## src/rtl/turn_if.sv

```systemverilog
// Move/board bundle between the input conditioning, the turn controller and the display side.
// master drives requests and AI suggestions; slave is the controller.
interface turn_if #(
  parameter int unsigned WIN_W = 8
) ();
  logic             tick_en;
  logic             new_game;
  logic             move_req;
  logic [3:0]       move_idx;
  logic             ai_enable;
  logic             ai_hard;
  logic [8:0]       ai_move_easy;
  logic [8:0]       ai_move_hard;
  logic [8:0]       x_board;
  logic [8:0]       o_board;
  logic [2:0]       status;
  logic [WIN_W-1:0] win_count;
  logic             busy;
  logic             illegal;

  modport master (
    output tick_en, new_game, move_req, move_idx, ai_enable, ai_hard, ai_move_easy, ai_move_hard,
    input  x_board, o_board, status, win_count, busy, illegal
  );

  modport slave (
    input  tick_en, new_game, move_req, move_idx, ai_enable, ai_hard, ai_move_easy, ai_move_hard,
    output x_board, o_board, status, win_count, busy, illegal
  );
endinterface

```

## src/rtl/turn_controller.sv

```systemverilog
// Tic-tac-toe game sequencer: owns both boards, arbitrates human and AI moves, detects
// win/draw and keeps a saturating count of X wins.
module turn_controller #(
  parameter int unsigned AI_DELAY = 4,
  parameter int unsigned WIN_W    = 8
) (
  input logic   clk,
  input logic   clr,
  turn_if.slave bus
);

  typedef enum logic [3:0] {
    StXTurn, StOTurn, StCheckX, StCheckO, StAiWait, StAiCommit, StXWin, StOWin, StDraw
  } state_e;

  state_e           r_state;
  logic [8:0]       r_x_board, r_o_board;
  logic [2:0]       r_status;
  logic [WIN_W-1:0] r_win_count;
  logic             r_busy, r_illegal, r_pend;
  logic [3:0]       r_idx;
  logic [7:0]       r_cnt;

  logic [8:0] w_occ, w_cell, w_ai_src, w_ai_pick, w_fallback;
  logic       w_full, w_legal, w_ai_onehot, w_x_win, w_o_win;

  function automatic logic has_line(input logic [8:0] b);
    return (&b[2:0]) | (&b[5:3]) | (&b[8:6]) |
           (b[0] & b[3] & b[6]) | (b[1] & b[4] & b[7]) | (b[2] & b[5] & b[8]) |
           (b[0] & b[4] & b[8]) | (b[2] & b[4] & b[6]);
  endfunction

  assign w_occ       = r_x_board | r_o_board;
  assign w_full      = &w_occ;
  assign w_cell      = 9'b1 << r_idx;
  assign w_legal     = (r_idx <= 4'd8) && ((w_occ & w_cell) == 9'd0);
  assign w_x_win     = has_line(r_x_board);
  assign w_o_win     = has_line(r_o_board);
  assign w_ai_src    = bus.ai_hard ? bus.ai_move_hard : bus.ai_move_easy;
  assign w_ai_onehot = (w_ai_src != 9'd0) && ((w_ai_src & (w_ai_src - 9'd1)) == 9'd0);
  // Trust the AI only for a single empty cell; anything else falls back to the lowest free cell.
  assign w_ai_pick   = (w_ai_onehot && ((w_ai_src & w_occ) == 9'd0)) ? w_ai_src : w_fallback;

  always_comb begin
    w_fallback = 9'd0;
    for (int i = 8; i >= 0; i--) begin
      if (!w_occ[i]) w_fallback = 9'b1 << i;
    end
  end

  always_ff @(posedge clk or posedge clr) begin
    if (clr) begin
      r_state     <= StXTurn;
      r_x_board   <= 9'd0;
      r_o_board   <= 9'd0;
      r_status    <= 3'd0;
      r_win_count <= '0;
      r_busy      <= 1'b0;
      r_illegal   <= 1'b0;
      r_pend      <= 1'b0;
      r_idx       <= 4'd0;
      r_cnt       <= 8'd0;
    end else if (bus.new_game) begin
      r_state   <= StXTurn;
      r_x_board <= 9'd0;
      r_o_board <= 9'd0;
      r_status  <= 3'd0;
      r_busy    <= 1'b0;
      r_illegal <= 1'b0;
      r_pend    <= 1'b0;
      r_cnt     <= 8'd0;
    end else begin
      r_illegal <= 1'b0;
      if (bus.move_req) begin
        r_pend <= 1'b1;
        r_idx  <= bus.move_idx;
      end else if (bus.tick_en) begin
        r_pend <= 1'b0;
      end
      if (bus.tick_en) begin
        case (r_state)
          StXTurn, StOTurn: begin
            if (r_pend) begin
              if (!w_legal) begin
                r_illegal <= 1'b1;
              end else if (r_state == StXTurn) begin
                r_x_board <= r_x_board | w_cell;
                r_state   <= StCheckX;
              end else begin
                r_o_board <= r_o_board | w_cell;
                r_state   <= StCheckO;
              end
            end
          end
          StCheckX: begin
            if (w_x_win) begin
              r_state  <= StXWin;
              r_status <= 3'd3;
              if (!(&r_win_count)) r_win_count <= r_win_count + {{(WIN_W-1){1'b0}}, 1'b1};
            end else if (w_full) begin
              r_state  <= StDraw;
              r_status <= 3'd5;
            end else if (bus.ai_enable) begin
              r_state  <= StAiWait;
              r_status <= 3'd2;
              r_busy   <= 1'b1;
              r_cnt    <= 8'd0;
            end else begin
              r_state  <= StOTurn;
              r_status <= 3'd1;
            end
          end
          StCheckO: begin
            if (w_o_win) begin
              r_state  <= StOWin;
              r_status <= 3'd4;
            end else if (w_full) begin
              r_state  <= StDraw;
              r_status <= 3'd5;
            end else begin
              r_state  <= StXTurn;
              r_status <= 3'd0;
            end
          end
          StAiWait: begin
            if (r_cnt == 8'(AI_DELAY - 1)) r_state <= StAiCommit;
            else                           r_cnt   <= r_cnt + 8'd1;
          end
          StAiCommit: begin
            r_o_board <= r_o_board | w_ai_pick;
            r_state   <= StCheckO;
            r_busy    <= 1'b0;
          end
          default: r_state <= r_state;
        endcase
      end
    end
  end

  assign bus.x_board   = r_x_board;
  assign bus.o_board   = r_o_board;
  assign bus.status    = r_status;
  assign bus.win_count = r_win_count;
  assign bus.busy      = r_busy;
  assign bus.illegal   = r_illegal;

endmodule

```

## src/flat_wrapper.sv

```systemverilog
// flat-port wrapper written by rule: the top's interface ports become plain ports
module turn_controller_flat 
#(
  parameter int unsigned AI_DELAY = 4,
  parameter int unsigned WIN_W    = 8
)
  (clk, clr, bus_tick_en, bus_new_game, bus_move_req, bus_move_idx, bus_ai_enable, bus_ai_hard, bus_ai_move_easy, bus_ai_move_hard, bus_x_board, bus_o_board, bus_status, bus_win_count, bus_busy, bus_illegal);
  turn_if #(.WIN_W(WIN_W)) bus_i ();
  input logic clk;
  input logic clr;
  input wire logic [$bits(bus_i.tick_en)-1:0] bus_tick_en;
  input wire logic [$bits(bus_i.new_game)-1:0] bus_new_game;
  input wire logic [$bits(bus_i.move_req)-1:0] bus_move_req;
  input wire logic [$bits(bus_i.move_idx)-1:0] bus_move_idx;
  input wire logic [$bits(bus_i.ai_enable)-1:0] bus_ai_enable;
  input wire logic [$bits(bus_i.ai_hard)-1:0] bus_ai_hard;
  input wire logic [$bits(bus_i.ai_move_easy)-1:0] bus_ai_move_easy;
  input wire logic [$bits(bus_i.ai_move_hard)-1:0] bus_ai_move_hard;
  output wire logic [$bits(bus_i.x_board)-1:0] bus_x_board;
  output wire logic [$bits(bus_i.o_board)-1:0] bus_o_board;
  output wire logic [$bits(bus_i.status)-1:0] bus_status;
  output wire logic [$bits(bus_i.win_count)-1:0] bus_win_count;
  output wire logic [$bits(bus_i.busy)-1:0] bus_busy;
  output wire logic [$bits(bus_i.illegal)-1:0] bus_illegal;
  assign bus_i.tick_en = bus_tick_en;
  assign bus_i.new_game = bus_new_game;
  assign bus_i.move_req = bus_move_req;
  assign bus_i.move_idx = bus_move_idx;
  assign bus_i.ai_enable = bus_ai_enable;
  assign bus_i.ai_hard = bus_ai_hard;
  assign bus_i.ai_move_easy = bus_ai_move_easy;
  assign bus_i.ai_move_hard = bus_ai_move_hard;
  assign bus_x_board = bus_i.x_board;
  assign bus_o_board = bus_i.o_board;
  assign bus_status = bus_i.status;
  assign bus_win_count = bus_i.win_count;
  assign bus_busy = bus_i.busy;
  assign bus_illegal = bus_i.illegal;
  turn_controller #(.AI_DELAY(AI_DELAY), .WIN_W(WIN_W)) u_core (.clk(clk), .clr(clr), .bus(bus_i));
endmodule
```

## config.mk

```make
export PLATFORM = sky130hd
export DESIGN_NAME = turn_controller_flat
export DESIGN_NICKNAME = d
export VERILOG_FILES = /design/src/rtl/turn_if.sv /design/src/rtl/turn_controller.sv /design/src/flat_wrapper.sv
export SDC_FILE = /design/constraint.sdc
export NUM_CORES = 1
export LEC_CHECK = 0
export BUFFER_PORTS_ARGS = -buffer_cell sky130_fd_sc_hd__buf_2
export CAP_MARGIN = 20
export CORE_ASPECT_RATIO = 1.75
export CORE_MARGIN = 2
export CORE_UTILIZATION = 40
export DETAILED_ROUTE_END_ITERATION = 10
export SLEW_MARGIN = 20
export SYNTH_ARGS = -nofsm -noshare
export SYNTH_HDL_FRONTEND = slang
export SYNTH_SLANG_ARGS = --single-unit
```

## constraint.sdc

```tcl
create_clock -name clk -period 5.79 [get_ports clk]
set_input_delay 0.2895 -clock clk [delete_from_list [all_inputs] [get_ports clk]]
set_output_delay 0.2895 -clock clk [all_outputs]
set_load 0.05 [all_outputs]
```

==> out/metrics.sh, run 1 <==
WORSTMARGINPINSLEW_NS=0.845
TIMING.FMAX_GHz=0.357
FINALHOLDVIOLCOUNT=0
STATUS='finished clean'
CELLINTERNALPOWER_mW=0.607
SYNTH_CELLS=376
WL_MM=9.76
STARTPOINT='u_core.r_idx[2]'
INSERTEDDIODECOUNT=0
CP_DATA_ARRIVAL_TIME_NS=2.98
GRT-OVFL-TOTAL=0
SYNTHTOLAYOUTAREAGROWTH_PCT=14.6
GRT_PASS1_VIAS=3093
CTS-ROOT-BUF='sky130_fd_sc_hd__clkbuf_16'
NUMBER_OF_ANTENNA_VIOLATIONS_AT_THE_FIRST_CHECK_IN_GLOBAL_ROUTING=0
YS.WARNINGS.COUNT=0
POWER.CLOCK.FRACTION_PCT=32.7
CRITPATHCAPTURETYPE='flip-flop'
NUMCLOCKSINKS=48
CLOCK_LATENCY_NS=0.30
YOSYS_REGISTER_BITS=48
FINALCRITICALPERIOD_NS=2.80
CORE-AREA_UM2=7960
POSTSYNTHNETCOUNT=407
DIE_H_UM=124
CRITICAL_PATH_REQUIRED_NS=5.97
MAPPEDNETLISTAREA_UM2=3280
CELLLEAKAGEPOWER_nW=1.62
SETUP-TNS-FINAL_NS=0
DRC=0
SYNTH-ASYNC-RESET-RATIO_PCT=100
REPORT.FINAL.SLEW_VIOL_COUNT=0
GLOBAL_ROUTE.USAGE.TOTAL_PCT=23.2
FINAL_MIN_PERIOD_OVER_CLOCK_PERIOD_PCT=48.3
ROUTE.VIAS.TOTAL=3259
PLACE.PORT_BUFFERS=59
FINAL_NETS=455
POST_ROUTE_CORE_UTILIZATION_PCT=47.2
DIEWIDTH_UM=72.5
GRT_FIRST_PASS_WIRELENGTH_MM=15.8
DRT_FIRST_ITER_VIOLATIONS=289
CTS_TREE='yes'
MAXSLEWHEADROOM_PCT=43.6
WIRE_PER_INST_UM=18.9
CP_MAX_FO=16
FIRSTDRTPASSITERS=5
TOP_FLIP_FLOP_CELL_BY_INSTANCE_COUNT_AFTER_SYNTHESIS='sky130_fd_sc_hd__dfrtp_1'
CTS_BUFFER_DEPTH=2
CATEGORY_OF_THE_CRITICAL_SETUP_TIMING_PATH='reg2reg'
ROW_COUNT=43
WORSTSETUPSTARTPOINTTYPE='flip-flop'
CAP_VIOL_MAX_COUNT=0
SYNTH-SEQ-AREA-SHARE_PCT=36.6
GRT_START_MAX_NET_PINS=49
INSERTED_CLOCK_BUFFERS=5
GPL.FINAL_WEIGHTED_CONGESTION=0.894
COMB_POWER_SHARE_PCT=24.9
HPWL_MM=7.43
DIE_FOOTPRINT_UM2=8970
VIA_PER_INST=6.33
WORST_SETUP_HOLD_PATH_CLK_SLEW_NS=0.07
MAX-VDD-IR-DROP_mV=0.125
REG2REG_FROM='u_core.r_idx[2]'
SYNTH.DISTINCT_CELLS=65
SYNTH_ENABLE_FLOP_CELLS=0
POST_ROUTE_CELLS_DRIVE_ABOVE_1_SHARE_PCT=20.7
POWER_DENSITY_nW_PER_UM2=250
ANT_NETS=0
MAPPED_AVG_CELL_AREA_UM2=8.73
CTS_HOLD_BUF=0
H-TREE-DEPTH=2
POWER.SHARE.SWITCHING_PCT=35.2
START_UTIL_PCT=41.2
NUM-FILL-CELLS=811
NETSWITCHINGPOWER_mW=0.331
IOS=60
SHARE_SEQ_OF_TOTAL_POWER_PCT=42.4
CLOCK-SKEW-FINAL_NS=0.00530
SETUP_VIOL=0
HOLD_CLASS='in2async'
POSTCTSSETUPBUFFERS=0
SETUP_REPAIR_AFTER_GLOBAL_ROUTING_MISSED_ITS_MARGIN='false'
POST_CTS_RESIZED=0
## worst max-delay path: stages, from the launching register on
cell and delay (ns):
sky130_fd_sc_hd__dfrtp_1 0.53, sky130_fd_sc_hd__o41ai_1 0.41, sky130_fd_sc_hd__o221ai_1 0.15, sky130_fd_sc_hd__or4_1 0.61, sky130_fd_sc_hd__or3_4 0.46, sky130_fd_sc_hd__a31oi_4 0.18
sky130_fd_sc_hd__mux2_1 0.33
## layer usage
metal  wire length (µm)  vias to the layer above  track usage, %
li1                   -                     1525               -
met5                  0                        -               0
met3                544                       35            3.96
met2               5050                      160            40.8
met1               3530                     1539            25.0
met4                635                        0            15.3
## logic make-up after synthesis
logic type / count (synthesis) / synth area share (%)
AND/OR/NAND/NOR: 173 / 28.9
AO/OA/AOI/OAI: 96 / 21.1
flip-flops: 48 / 36.6
buffers and inverters: 28 / 3.70
multiplexers: 18 / 5.95
XOR/XNOR: 11 / 2.94
adder cells (fa/ha/maj): 2 / 0.763
## through the flow
step                      power [mW]  std cells  instance area [µm²]  hold WS, ns  setup slack [ns]
after floorplan                0.574        376                 3280        0.416              3.02
after global placement         0.633        507                 3600        0.481              2.92
after detailed placement       0.634        507                 3600        0.494              2.88
after CTS                      0.942        515                 3760        0.218              3.01
after global routing           0.986        515                 3760        0.208              2.74
final                          0.938        515                 3760        0.131              2.99
## state kept, by name, summed over array words and instances, names as in the netlist
register and count:
u_core.bus.illegal 1, u_core.r_state 4, u_core.bus.o_board 9, u_core.r_cnt 8, u_core.bus.win_count 8, u_core.r_pend 1, u_core.bus.status 3, u_core.bus.x_board 9
u_core.r_idx 4, u_core.bus.busy 1
## layout by cell type (no fill, tap or decap), drive strengths merged, types with 4 or more instances in the layout
cell / count
nand2b: 8
nor2: 49
buf: 59
nor4b: 8
nor4: 11
clkbuf: 6
nor3b: 4
o21ai: 21
nand4: 6
a21oi: 18
nand3: 15
dfrtp: 48
inv: 10
or4: 5
o31a: 5
o211ai: 4
nor3: 19
mux2: 12
and3: 6
xnor2: 8
mux2i: 6
nand2: 26
a211oi: 11
## worst paths after layout
kind / cells after the start / slack (ns) / to
max reg2reg: 6 / 2.99 / u_core.r_state[3]
min in group clk: 2 / 0.22 / u_core.r_idx[0]
max: 6 / 2.99 / u_core.r_state[3]
min: 2 / 0.13 / u_core.bus.win_count[2]
min reg2reg: 1 / 0.50 / u_core.bus.win_count[7]
max in group asynchronous: 2 / 5.15 / u_core.r_cnt[2]
## cell type report
class	count	area (µm²)	area share (%)
multi-input combinational	300	1960	52.1
inverter	10	38.8	1.03
timing repair buffer	59	295	7.86
clock inverter	2	13.8	0.366
sequential	48	1200	32.0
clock buffer	6	139	3.70
tap	90	113	3.00
## cell usage after synthesis, types with 3 or more instances
cell	number	share of area [%]
sky130_fd_sc_hd__o21ai_0	16	2.4
sky130_fd_sc_hd__nand2b_1	8	1.5
sky130_fd_sc_hd__nor3b_1	4	0.92
sky130_fd_sc_hd__a222oi_1	3	0.92
sky130_fd_sc_hd__or4b_1	3	0.92
sky130_fd_sc_hd__inv_1	10	1.1
sky130_fd_sc_hd__nor3_1	19	2.9
sky130_fd_sc_hd__o22ai_1	3	0.57
sky130_fd_sc_hd__nor4_1	9	1.7
sky130_fd_sc_hd__buf_2	4	0.61
sky130_fd_sc_hd__xor2_1	3	0.80
sky130_fd_sc_hd__clkbuf_1	11	1.3
sky130_fd_sc_hd__o31ai_1	3	0.69
sky130_fd_sc_hd__mux2_2	10	3.4
sky130_fd_sc_hd__nor2b_1	3	0.57
sky130_fd_sc_hd__a211oi_1	10	2.3
sky130_fd_sc_hd__o221ai_1	3	0.80
sky130_fd_sc_hd__xnor2_1	8	2.1
sky130_fd_sc_hd__nand2_1	26	3.0
sky130_fd_sc_hd__nand3_1	15	2.3
sky130_fd_sc_hd__o31a_1	5	1.3
sky130_fd_sc_hd__o211ai_1	3	0.69
sky130_fd_sc_hd__a21oi_1	18	2.7
sky130_fd_sc_hd__or4_1	4	0.92
sky130_fd_sc_hd__nor2_1	49	5.6
sky130_fd_sc_hd__and3_1	6	1.1
sky130_fd_sc_hd__a22oi_1	3	0.69
sky130_fd_sc_hd__a22o_1	3	0.80
sky130_fd_sc_hd__nand4_1	6	1.1
sky130_fd_sc_hd__o21ai_1	5	0.76
sky130_fd_sc_hd__mux2i_1	6	1.8
sky130_fd_sc_hd__dfrtp_1	48	37
sky130_fd_sc_hd__nor4b_1	8	2.1
## power groups by stage
| stage | Clock (mW) | Combinational [mW] | Sequential, mW |
|---|---|---|---|
| detailed placement | 0 | 0.232 | 0.402 |
| global placement | 0 | 0.231 | 0.402 |
| finish | 0.306 | 0.233 | 0.398 |
| CTS | 0.313 | 0.233 | 0.396 |
| floorplan | 0 | 0.178 | 0.397 |
| global route | 0.326 | 0.257 | 0.403 |
No activity file was read; power rests on OpenSTA's default activity.
==> inputs of run 2 (changes only) <==
==> constraint.sdc (replaced) <==
create_clock -name clk -period 2.7 [get_ports clk]
set_input_delay 0.135 -clock clk [delete_from_list [all_inputs] [get_ports clk]]
set_output_delay 0.135 -clock clk [all_outputs]
set_load 0.05 [all_outputs]
==> run 2 against run 1 <==
Against the previous run:
- cell count increased by 5.8%
- combinational power rose to 2.6 times the previous value
- clock skew hardly changed
- sequential share of layout area decreased by 2.1 points
- largest cell class unchanged
- critical path depth increased by 1
- first-iteration DRC count down 39%
- sequential power grew 110%
- sequential cell count unchanged
==> out/metrics.sh, run 2 (same netlist as run 1, synthesis figures left out) <==
GRT-OVFL-TOTAL=0  # unchanged
STDCELL_COUNT=545  # +5.8%
CATEGORY_OF_THE_CRITICAL_SETUP_TIMING_PATH='reg2reg'
ANT_NETS=0  # unchanged
INSERTEDDIODECOUNT=0  # unchanged
TIMING.FMAX_GHz=0.389  # +9.0%
NUMCLOCKSINKS=48  # unchanged
PLACED_AREA_UM2=3820  # +6.1%
HOLD_CLASS='in2reg'
LAYOUT.CELLS.MOST_COMMON='sky130_fd_sc_hd__buf_2'
CAP_VIOL_MAX_COUNT=0  # unchanged
DIEWIDTH_UM=72.5  # unchanged
CP_DATA_ARRIVAL_TIME_NS=2.78  # -0.20 ns
POSTCTSSETUPBUFFERS=0  # unchanged
SYNTHTOLAYOUTAREAGROWTH_PCT=22.8
WORSTHOLDSTART='bus_move_idx[3]'
WL_MM=10.5  # +7.5%
GPL.FINAL_WEIGHTED_CONGESTION=0.966  # +8.1%
WORSTSETUPSTARTPOINTTYPE='flip-flop'
REG2REG_FROM='u_core.r_idx[2]'
REPORT.FINAL.SLEW_VIOL_COUNT=0  # unchanged
CORE-AREA_UM2=7960  # unchanged
START_UTIL_PCT=41.2  # unchanged
FINALCRITICALPERIOD_NS=2.57  # -0.230 ns
SETUP_REPAIR_AFTER_GLOBAL_ROUTING_MISSED_ITS_MARGIN='false'
WORST_SETUP_HOLD_PATH_CLK_SLEW_NS=0.07  # about the same
MAX-VDD-IR-DROP_mV=0.268  # +110%
DRC=0  # unchanged
VIA_PER_INST=6.23  # -1.5%
CRITPATHCAPTURETYPE='flip-flop'
HPWL_MM=8.26  # +11%
ROW_COUNT=43  # unchanged
FINAL_NETS=485  # +6.6%
WORSTMARGINPINSLEW_NS=0.548  # -0.296 ns
POST-ROUTE-CELL-AREA_UM2=4030  # +7.2%
DIE_FOOTPRINT_UM2=8970  # unchanged
SETUP_VIOL=0  # unchanged
GRT_FIRST_PASS_WIRELENGTH_MM=16.8  # +5.8%
CLOCK_LATENCY_NS=0.30  # about the same
ROUTE.VIAS.TOTAL=3396  # +4.2%
WIRE_PER_INST_UM=19.2  # +1.6%
H-TREE-DEPTH=2  # unchanged
FINALHOLDVIOLCOUNT=0  # unchanged
POWER_DENSITY_nW_PER_UM2=562  # +130%
CELLLEAKAGEPOWER_nW=1.79  # +10%
GLOBAL_ROUTE.USAGE.TOTAL_PCT=24.5  # +1.3 points
NUMBER_OF_ANTENNA_VIOLATIONS_AT_THE_FIRST_CHECK_IN_GLOBAL_ROUTING=0  # unchanged
GRT_START_MAX_NET_PINS=31  # -37%
POST_ROUTE_CELLS_DRIVE_ABOVE_1_SHARE_PCT=26.2  # +5.4 points
STARTPOINT='u_core.r_idx[2]'
INSERTED_CLOCK_BUFFERS=5  # unchanged
CRITICAL_PATH_REQUIRED_NS=2.91  # -3.06 ns
DRT_FIRST_ITER_VIOLATIONS=176  # -39%
PLACE.PORT_BUFFERS=59  # unchanged
FINAL_MIN_PERIOD_OVER_CLOCK_PERIOD_PCT=95.1  # +47 points
MAXSLEWHEADROOM_PCT=63.2  # +20 points
MOST-COMMON-LAYOUT-CELLS='sky130_fd_sc_hd__buf_2 (59), sky130_fd_sc_hd__nor2_1 (49), sky130_fd_sc_hd__dfrtp_1 (46), sky130_fd_sc_hd__buf_4 (29), sky130_fd_sc_hd__nand2_1 (26)'
GRT_PASS1_VIAS=3363  # +8.7%
SEQCELLAREA_UM2=1200  # +0.21%
CTS-ROOT-BUF='sky130_fd_sc_hd__clkbuf_16'
MULTIINPUTGATEAREA_UM2=1960  # unchanged
STATUS='finished clean'
CTS_TREE='yes'
IOS=60  # unchanged
PLACE.DETAILED.INSTANCES=536  # +5.7%
DIE_H_UM=124  # unchanged
NUM-FILL-CELLS=775  # -4.4%
SETUP-TNS-FINAL_NS=0  # unchanged
CTS_BUFFER_DEPTH=2  # unchanged
FIRSTDRTPASSITERS=5  # unchanged
CP_MAX_FO=9  # -7
CLOCK-SKEW-FINAL_NS=0.00578  # +0.000486 ns
run 2: power breakdown:
part | leakage [nW] | switching, mW | internal [mW]
logic | 1.04 | 0.385 | 0.231
clock network | 0.0944 | 0.294 | 0.534
registers | 0.649 | 0.0588 | 0.759
total | 1.79 | 0.738 | 1.52
run 2: final timing paths:
kind / end / cells past startpoint / slack, ns
worst max-delay path: u_core.bus.x_board[5] / 7 / 0.13
worst min-delay path: u_core.r_idx[3] / 2 / 0.07
worst max register to register: u_core.bus.x_board[5] / 7 / 0.13
worst min register to register: u_core.bus.win_count[7] / 1 / 0.49
max in group asynchronous: u_core.r_cnt[5] / 4 / 1.55
min in group asynchronous: u_core.bus.x_board[6] / 3 / 0.42
run 2: routing by layer:
layer,share of wire [%],vias to the layer above,wire (µm),global-route usage (%)
li1,-,1595,-,-
met1,36,1629,3760,25.4
met2,53,123,5590,44.0
met3,4.1,49,427,3.07
met4,6.8,0,714,17.9
met5,0,-,0,0
run 2: through the flow:
stage          util (%)  hold WS, ns  worst slack [ns]  power (mW)
2_1_floorplan         -        0.262           0.00706        1.23
4_1_cts            50.6       0.0688             0.141        2.26
3_3_place_gp       48.0        0.213             0.270        1.43
3_5_place_dp       48.0        0.217             0.239        1.44
6_report           50.6       0.0695             0.132        2.26
5_1_grt            50.6       0.0786            0.0398        2.35
run 2: critical path, cell delays in order, from the launching register on:
cell and delay, ns:
sky130_fd_sc_hd__dfrtp_1 0.38, sky130_fd_sc_hd__o41ai_1 0.44, sky130_fd_sc_hd__o221ai_1 0.19, sky130_fd_sc_hd__or4_1 0.45, sky130_fd_sc_hd__buf_4 0.19, sky130_fd_sc_hd__nor4_4 0.53, sky130_fd_sc_hd__a21oi_1 0.14, sky130_fd_sc_hd__nor2_1 0.16
run 2: timing repair:
action                    CTS  global route
gates resized for setup     0             0
hold buffers                1             0
hold endpoints to repair   24             0
run 2: layout make-up:
class / instances / area share, %
multi-input combinational: 300 / 48.6
sequential: 48 / 29.9
timing repair buffer: 89 / 13.0
clock buffer: 5 / 3.11
tap: 90 / 2.80
clock inverter: 3 / 1.71
inverter: 10 / 0.932
